--- src/rtl/infix_to_postfix_pkg.sv ---
// Shared definitions for the infix-to-postfix converter.
//   - 4-bit token codes for the operator/paren alphabet
//   - FSM state encoding
//   - op_prec(): two-level operator precedence (0 = not an operator)
package infix_to_postfix_pkg;

   localparam logic [3:0] TOK_ADD  = 4'b0001;
   localparam logic [3:0] TOK_SUB  = 4'b0010;
   localparam logic [3:0] TOK_MUL  = 4'b0100;
   localparam logic [3:0] TOK_LPAR = 4'b1000;
   localparam logic [3:0] TOK_RPAR = 4'b1001;

   typedef enum logic [1:0] {
      ST_IDLE    = 2'd0,
      ST_COLLECT = 2'd1,
      ST_FLUSH   = 2'd2,
      ST_SEND    = 2'd3
   } state_t;

   // '(' and ')' rank 0 so that a pop cascade naturally stops at '('.
   function automatic logic [1:0] op_prec(input logic [3:0] tok);
      case (tok)
         TOK_MUL:          op_prec = 2'd2;
         TOK_ADD, TOK_SUB: op_prec = 2'd1;
         default:          op_prec = 2'd0;
      endcase
   endfunction

endpackage

--- src/rtl/infix_to_postfix_op_stack.sv ---
// Operator stack: LIFO of DEPTH x 4-bit tokens.
// Ports:
//   i_clk, i_reset      clock, synchronous active-high reset
//   i_clear             synchronous empty (end of expression)
//   i_pop               number of entries to pop this cycle (0..3)
//   i_push, i_push_tok  push one token after the pops, same cycle
//   o_top, o_top1       top and top-1 entries (0 when absent)
//   o_count             current occupancy
//   o_ovf, o_udf        this cycle's request would overflow / underflow;
//                       a faulty request leaves the stack unchanged
module infix_to_postfix_op_stack #(
   parameter int DEPTH = 8
) (
   input  logic                         i_clk,
   input  logic                         i_reset,
   input  logic                         i_clear,
   input  logic [1:0]                   i_pop,
   input  logic                         i_push,
   input  logic [3:0]                   i_push_tok,
   output logic [3:0]                   o_top,
   output logic [3:0]                   o_top1,
   output logic [$clog2(DEPTH+1)-1:0]   o_count,
   output logic                         o_ovf,
   output logic                         o_udf
);

   localparam int CW = $clog2(DEPTH + 1);
   localparam int IW = $clog2(DEPTH);

   logic [3:0]    r_mem [DEPTH];
   logic [CW-1:0] r_count;
   logic [CW-1:0] w_base;
   logic [CW-1:0] w_i0;
   logic [CW-1:0] w_i1;
   logic          w_ok;

   assign w_i0    = r_count - CW'(1);
   assign w_i1    = r_count - CW'(2);
   assign o_top   = (r_count >= CW'(1)) ? r_mem[w_i0[IW-1:0]] : 4'd0;
   assign o_top1  = (r_count >= CW'(2)) ? r_mem[w_i1[IW-1:0]] : 4'd0;
   assign o_count = r_count;

   // The push lands in the slot freed by the pops of the same cycle.
   assign o_udf  = CW'(i_pop) > r_count;
   assign w_base = r_count - CW'(i_pop);
   assign o_ovf  = i_push && !o_udf && (w_base == CW'(DEPTH));
   assign w_ok   = !o_udf && !o_ovf;

   always_ff @(posedge i_clk) begin
      if (i_reset || i_clear) begin
         r_count <= '0;
      end else if (w_ok) begin
         r_count <= w_base + CW'(i_push);
      end
   end

   always_ff @(posedge i_clk) begin
      if (i_push && w_ok && !i_clear) begin
         r_mem[w_base[IW-1:0]] <= i_push_tok;
      end
   end

endmodule

--- src/rtl/infix_to_postfix.sv ---
// Shunting-yard converter: collects one infix burst, then re-emits it in
// postfix order as a single unbroken valid burst for the postfix evaluator.
// Ports:
//   i_clk, i_reset   clock, synchronous active-high reset
//   i_in_valid       infix token valid; one expression = one high burst
//   i_in_mode        0 operand, 1 operator/paren
//   i_in             operand value or op code (+ - * ( ))
//   o_out_valid      postfix token valid
//   o_out_mode       0 operand, 1 operator
//   o_out            postfix token
//   o_busy           high in FLUSH/SEND; input is dropped while high
//   o_err            one-cycle pulse: expression rejected, nothing sent
//   o_dbg_state      current FSM state
// Handshake: no backpressure either way. A token is taken on every edge where
// i_in_valid is high in IDLE/COLLECT; the first low ends the expression. The
// output burst holds o_out_valid high for exactly N consecutive cycles, since
// the consumer reads a low valid as end-of-expression.
module infix_to_postfix
   import infix_to_postfix_pkg::*;
#(
   parameter int OPSTK_DEPTH = 8,
   parameter int BUF_DEPTH   = 32
) (
   input  logic       i_clk,
   input  logic       i_reset,
   input  logic       i_in_valid,
   input  logic       i_in_mode,
   input  logic [3:0] i_in,
   output logic       o_out_valid,
   output logic       o_out_mode,
   output logic [3:0] o_out,
   output logic       o_busy,
   output logic       o_err,
   output logic [1:0] o_dbg_state
);

   localparam int SCW = $clog2(OPSTK_DEPTH + 1);
   localparam int BAW = $clog2(BUF_DEPTH);
   localparam int BCW = BAW + 1;
   localparam int BXW = BCW + 1;

   state_t         r_state, w_next;
   logic [4:0]     r_buf [BUF_DEPTH];   // {mode, token}
   logic [BCW-1:0] r_wr_cnt;
   logic [BCW-1:0] r_rd_ptr;
   logic           r_err_flag;
   logic           r_out_valid;
   logic           r_out_mode;
   logic [3:0]     r_out;
   logic           r_err;

   logic [3:0]     w_top, w_top1;
   logic [SCW-1:0] w_count;
   logic           w_ovf, w_udf;
   logic           w_fire;
   logic [1:0]     w_in_prec;
   logic [1:0]     w_n_ops;
   logic [1:0]     w_pop;
   logic           w_push;
   logic [3:0]     w_push_tok;
   logic [1:0]     w_wr_n;
   logic [4:0]     w_wr0, w_wr1;
   logic [BAW-1:0] w_wa0, w_wa1;
   logic           w_bad_code;
   logic           w_lpar_err;
   logic           w_buf_ovf;
   logic           w_set_err;
   logic           w_err_pulse;
   logic           w_to_idle;
   logic           w_load;

   infix_to_postfix_op_stack #(.DEPTH(OPSTK_DEPTH)) u_stack (
      .i_clk      (i_clk),
      .i_reset    (i_reset),
      .i_clear    (w_to_idle),
      .i_pop      (w_pop),
      .i_push     (w_push),
      .i_push_tok (w_push_tok),
      .o_top      (w_top),
      .o_top1     (w_top1),
      .o_count    (w_count),
      .o_ovf      (w_ovf),
      .o_udf      (w_udf)
   );

   assign w_fire = i_in_valid && !r_err_flag &&
                   ((r_state == ST_IDLE) || (r_state == ST_COLLECT));

   // Ops on the stack that must leave before the incoming token. ')' acts
   // like a '+' here: it flushes every operator down to the '('.
   always_comb begin
      w_in_prec = (i_in == TOK_RPAR) ? 2'd1 : op_prec(i_in);
      w_n_ops   = 2'd0;
      if ((w_count != '0) && (op_prec(w_top) != 2'd0) &&
          (op_prec(w_top) >= w_in_prec)) begin
         w_n_ops = 2'd1;
         if ((w_count > SCW'(1)) && (op_prec(w_top1) != 2'd0) &&
             (op_prec(w_top1) >= w_in_prec)) begin
            w_n_ops = 2'd2;
         end
      end
   end

   // Stack and buffer control for COLLECT tokens and FLUSH pops.
   always_comb begin
      w_pop      = 2'd0;
      w_push     = 1'b0;
      w_push_tok = 4'd0;
      w_wr_n     = 2'd0;
      w_wr0      = {1'b1, w_top};
      w_wr1      = {1'b1, w_top1};
      w_bad_code = 1'b0;
      w_lpar_err = 1'b0;
      if (w_fire) begin
         if (!i_in_mode) begin
            w_wr_n = 2'd1;
            w_wr0  = {1'b0, i_in};
         end else begin
            case (i_in)
               TOK_ADD, TOK_SUB, TOK_MUL: begin
                  w_pop      = w_n_ops;
                  w_wr_n     = w_n_ops;
                  w_push     = 1'b1;
                  w_push_tok = i_in;
               end
               TOK_LPAR: begin
                  w_push     = 1'b1;
                  w_push_tok = TOK_LPAR;
               end
               TOK_RPAR: begin
                  // The extra pop removes the '('; with none present the
                  // stack reports underflow.
                  w_pop  = w_n_ops + 2'd1;
                  w_wr_n = w_n_ops;
               end
               default: w_bad_code = 1'b1;
            endcase
         end
      end else if ((r_state == ST_FLUSH) && !r_err_flag && (w_count != '0)) begin
         w_pop = 2'd1;
         if (w_top == TOK_LPAR) begin
            w_lpar_err = 1'b1;
         end else begin
            w_wr_n = 2'd1;
         end
      end
   end

   assign w_buf_ovf = ({1'b0, r_wr_cnt} + BXW'(w_wr_n)) > BXW'(BUF_DEPTH);
   assign w_set_err = w_bad_code | w_lpar_err | w_ovf | w_udf | w_buf_ovf;

   // Next state.
   always_comb begin
      w_next      = r_state;
      w_err_pulse = 1'b0;
      case (r_state)
         ST_IDLE:    if (w_fire) w_next = ST_COLLECT;
         ST_COLLECT: if (!i_in_valid) w_next = ST_FLUSH;
         ST_FLUSH: begin
            if (r_err_flag) begin
               w_next      = ST_IDLE;
               w_err_pulse = 1'b1;
            end else if (w_count == '0) begin
               w_next = (r_wr_cnt == '0) ? ST_IDLE : ST_SEND;
            end
         end
         ST_SEND:    if (r_rd_ptr == r_wr_cnt) w_next = ST_IDLE;
         default:    w_next = ST_IDLE;
      endcase
   end

   assign w_to_idle = (r_state != ST_IDLE) && (w_next == ST_IDLE);
   assign w_load    = (w_next == ST_SEND);
   assign w_wa0     = r_wr_cnt[BAW-1:0];
   assign w_wa1     = w_wa0 + BAW'(1);

   always_ff @(posedge i_clk) begin
      if (i_reset) r_state <= ST_IDLE;
      else         r_state <= w_next;
   end

   always_ff @(posedge i_clk) begin
      if (i_reset) begin
         r_wr_cnt    <= '0;
         r_rd_ptr    <= '0;
         r_err_flag  <= 1'b0;
         r_out_valid <= 1'b0;
         r_out_mode  <= 1'b0;
         r_out       <= 4'd0;
         r_err       <= 1'b0;
      end else begin
         r_err <= w_err_pulse;
         if (w_to_idle) begin
            r_wr_cnt   <= '0;
            r_err_flag <= 1'b0;
         end else begin
            r_wr_cnt <= r_wr_cnt + BCW'(w_wr_n);
            if (w_set_err) r_err_flag <= 1'b1;
         end
         if (w_load) begin
            r_out_valid              <= 1'b1;
            {r_out_mode, r_out}      <= r_buf[r_rd_ptr[BAW-1:0]];
            r_rd_ptr                 <= r_rd_ptr + BCW'(1);
         end else begin
            r_out_valid <= 1'b0;
            r_out_mode  <= 1'b0;
            r_out       <= 4'd0;
            r_rd_ptr    <= '0;
         end
      end
   end

   // Dual write port: popped ops go in top-first order.
   always_ff @(posedge i_clk) begin
      if (w_wr_n != 2'd0) r_buf[w_wa0] <= w_wr0;
      if (w_wr_n == 2'd2) r_buf[w_wa1] <= w_wr1;
   end

   assign o_out_valid = r_out_valid;
   assign o_out_mode  = r_out_mode;
   assign o_out       = r_out;
   assign o_err       = r_err;
   assign o_busy      = (r_state == ST_FLUSH) || (r_state == ST_SEND);
   assign o_dbg_state = r_state;

endmodule

--- config.mk ---
export PLATFORM = sky130hd
export DESIGN_NAME = infix_to_postfix
export DESIGN_NICKNAME = d
export VERILOG_FILES = /design/src/rtl/infix_to_postfix_pkg.sv /design/src/rtl/infix_to_postfix_op_stack.sv /design/src/rtl/infix_to_postfix.sv
export SDC_FILE = /design/constraint.sdc
export NUM_CORES = 1
export LEC_CHECK = 0
export BUFFER_PORTS_ARGS = -buffer_cell sky130_fd_sc_hd__buf_2
export CORE_MARGIN = 4
export CORE_UTILIZATION = 35
export CTS_BUF_LIST = sky130_fd_sc_hd__clkbuf_8
export CTS_CLUSTER_SIZE = 24
export DETAILED_ROUTE_END_ITERATION = 12
export PLACE_DENSITY = 0.55
export SLEW_MARGIN = 15
export SYNTH_ARGS = -nofsm -noshare
export SYNTH_HDL_FRONTEND = slang
export SYNTH_SLANG_ARGS = --single-unit
--- constraint.sdc ---
create_clock -name i_clk -period 7.7 [get_ports i_clk]
set_input_delay 0.385 -clock i_clk [delete_from_list [all_inputs] [get_ports i_clk]]
set_output_delay 0.385 -clock i_clk [all_outputs]
set_load 0.01 [all_outputs]
==> reports/results.txt <==
Achievable Freq: 148 MHz
Async set or reset register ratio after synthesis: 0%
Worst path buffer plus inverter count: 1
Gate Count Post-Synth: 1,015
WL final: 35,600 um
Clock Sinks: 218
Dominant synthesized flop cell: edfxtp_1
Final min period: 6.78 ns
Combinational power share: 30.4%
Crit path cell chain: nand2b_1 -> a211oi_1 -> a2111oi_4 -> buf_4 -> xnor2_1 -> or3_1 -> ha_1 -> nand2b_1 -> a21oi_1 -> nor4_1 -> a22o_1 -> or3_1 -> nor4_1 -> o21ai_1 -> ha_1 -> fa_1 -> xnor2_1 -> nand2_1 -> nor2_1 -> nand4_1 -> a22oi_1 -> nor2_1 -> nand2_1 -> nor2_1
Number of global-route vias before repair: 8,554
HPWL after DPL: 24,100 um
Worst Path Max Fanout: 19
Leak: 4.10 nW
Port bufs: 17
Antenna fix cells: 0
Global-route wire length before repair: 54,200 um
Post-synthesis sequential area ratio: 51.5%
H-tree depth: 2
Fin. max-slew vios: 0
# setup viols final: 0
Startpoint Class: flip-flop
Reg power frac: 38.7%
GRT Overall Usage: 19.7%
CTS clk-pin slew, worst paths: 0.07 ns
Seq cells post-synth: 218
IO Pins: 18
Row cnt: 66
Top routing layer in use: met4
Post-Syn Nets: 1,039
CP Capture Type: flip-flop
CTS Buffer Depth: 3
Mean Syn Cell Area: 11.4 um^2
WL met2: 17,000 um
Area grow syn2layout: 10.9%
WL/cell: 23.9 um
Total gr overflow: 0
Switch share: 36.1%
Post-synth cell types: 72
Most frequent cells in the layout: edfxtp_1 (160), nand2_1 (107), nor2_1 (85)
Clock power share: 30.9%
Internal power: 2.16 mW
Largest stage delay, worst path: 0.74 ns
Iter 0 DRT Violations: 847
Residual DRC: 0
Top cells by area, synth: edfxtp_1 (41%), mux4_2 (12%), dfxtp_1 (10%)
GP Congestion: 0.864
Top cell type's share of synthesized area: 41.5%
Routed Antenna Nets: 0
Total chip power: 3.38 mW
DR vias: 8,608
Cell mode on critical path: nor2_1
Die W: 190 um
Kind of critical path: reg2reg
M1 WL: 15,300 um
Setup Skew: 0.0539 ns
CP arrival: 7.05 ns
Final Hold Fails: 0
Slew margin rel.: 28.7%
Met3 WL: 2450 um
Post-synth top area cell: edfxtp_1
Core area: 0.0326 mm^2
Slew @ Worst Pin: 1.07 ns
Psw: 1.22 mW
YS warnings: 0
Synth Cell Area: 0.0116 mm^2
CTS Root Cell: clkbuf_8
Die Y: 190 um
Status: finished, final reports clean
CTS tree: built
Worst path slowest cell: dfxtp_1
RSZ-0062 raised after global routing: no
Num CTS Buffers: 39
Die area: 0.0361 mm^2
Worst skew pair latency: 0.57 ns
HP Class: in2reg
CP delay by family, top: simple AND/OR/NAND/NOR gates
Starting Density: 35.5%
Layout cells sized above 1: 18.5%
DRT Pass-1 Iters: 7
Period Utilization, post-route: 88.0%
Max-Cap Viols: 0
Post-DR vias/cell: 5.78
Setup TNS: 0 ns
Commonest non-fill, non-tap cell in the layout: edfxtp_1
Post-synth EDFFs: 160
Critical Path RT: 7.97 ns
Power per standard cell area: 263 mW/mm^2
Initial antenna violation count: 0
Final net count: 1,039
Max IR drop VDD: 128 uV
Largest net degree at the start of global routing: 44
[cell usage after synthesis (3+ instances only)]
cell type    n
edfxtp_1   160
nand2_1    107
nor2_1      85
o22ai_1     81
mux4_2      60
dfxtp_1     58
a21oi_1     51
o21ai_0     50
clkbuf_1    48
nor3_1      44
xnor2_1     20
inv_1       19
nand3_1     18
buf_2       15
ha_1        14
buf_1       13
a22oi_1     12
nand2b_1    12
mux2i_1     11
xor2_1       9
and2_1       8
nor4_1       8
mux2_2       7
nand4_1      7
nor2b_1      6
o22a_1       6
a211oi_1     5
o21a_1       5
or2_2        5
a22oi_2      4
o211ai_1     4
o21ai_1      4
a21o_1       3
a31oi_1      3
buf_6        3
nand4_2      3
nor4_4       3
or3_1        3
[through the flow]
stage          utilization [%]  cell area [um^2]  cells  hold slack (ns)  setup slack, ns
2_1_floorplan                -             11600   1015            0.453             1.63
6_report                  39.4             12800   1488            0.171            0.923
5_1_grt                   39.4             12800   1488            0.187            0.325
3_3_place_gp              37.0             12100   1414            0.465             1.13
3_5_place_dp              37.0             12100   1414            0.469             1.03
4_1_cts                   39.3             12800   1487            0.146            0.970
[layer usage]
| metal | vias up | global-route usage (%) |
|---|---|---|
| li1 | 3908 | - |
| met1 | 4278 | 26.8 |
| met2 | 352 | 32.1 |
| met3 | 70 | 3.98 |
| met4 | 0 | 5.65 |
| met5 | - | 0.549 |
[power by group through the flow]
stage	sequential, mW	clock, mW	combinational, mW
after global routing	1.31	1.12	1.10
after global placement	1.33	0	0.979
final	1.31	1.05	1.03
after floorplan	1.31	0	0.750
after detailed placement	1.33	0	0.990
after CTS	1.31	1.06	0.993
[area by class of cell]
class | count | area (um^2)
clock inverters | 31 | 179
well taps | 442 | 553
flip-flops and latches | 218 | 5970
inverters | 20 | 75.1
repair buffers | 39 | 273
multi-input cells | 697 | 5240
fillers | 3158 | 19800
clock buffers | 41 | 564
[sequential cells by signal (all words and copies together), names as in the netlist, 2 cells and up]
register,count
o_dbg_state,2
r_rd_ptr,6
u_stack.o_count,4
r_wr_cnt,6
o_out,4
r_buf,160
u_stack.r_mem,32
[kinds of logic after synthesis]
kind of cell               synth area share [%]
buffers and inverters                      3.61
AOI/OAI and AO/OA                          13.9
adders and majority gates                  1.86
DFF                                        51.5
and+or+nand+nor                            13.2
xor gates and xnor gates                   2.19
muxes                                      13.7
[tightest hold or removal path, stage by stage]
cell and delay, ns:
buf_2 0.09, inv_1 0.06, a21oi_1 0.13, nor2_1 0.04
[path summary, 6_finish.rpt]
check	start	endpoint	slack [ns]	cells past startpoint
min	i_in_valid	o_dbg_state[1]$_SDFF_PP0_	0.17	4
max reg2reg	u_stack.o_count[2]$_SDFFE_PP0P_	u_stack.r_mem[0][0]$_DFFE_PP_	0.92	24
max	u_stack.o_count[2]$_SDFFE_PP0P_	u_stack.r_mem[0][0]$_DFFE_PP_	0.92	24
min reg2reg	r_buf[23][4]$_SDFFE_PP1P_	r_buf[23][4]$_SDFFE_PP1P_	0.48	1
[what timing repair did]
item,4_1_cts,5_1_grt
gates resized for setup,0,0
hold endpoints to repair,1,0
buffers inserted,0,0
hold buffers,1,0
(Power assumes the default switching activity.)
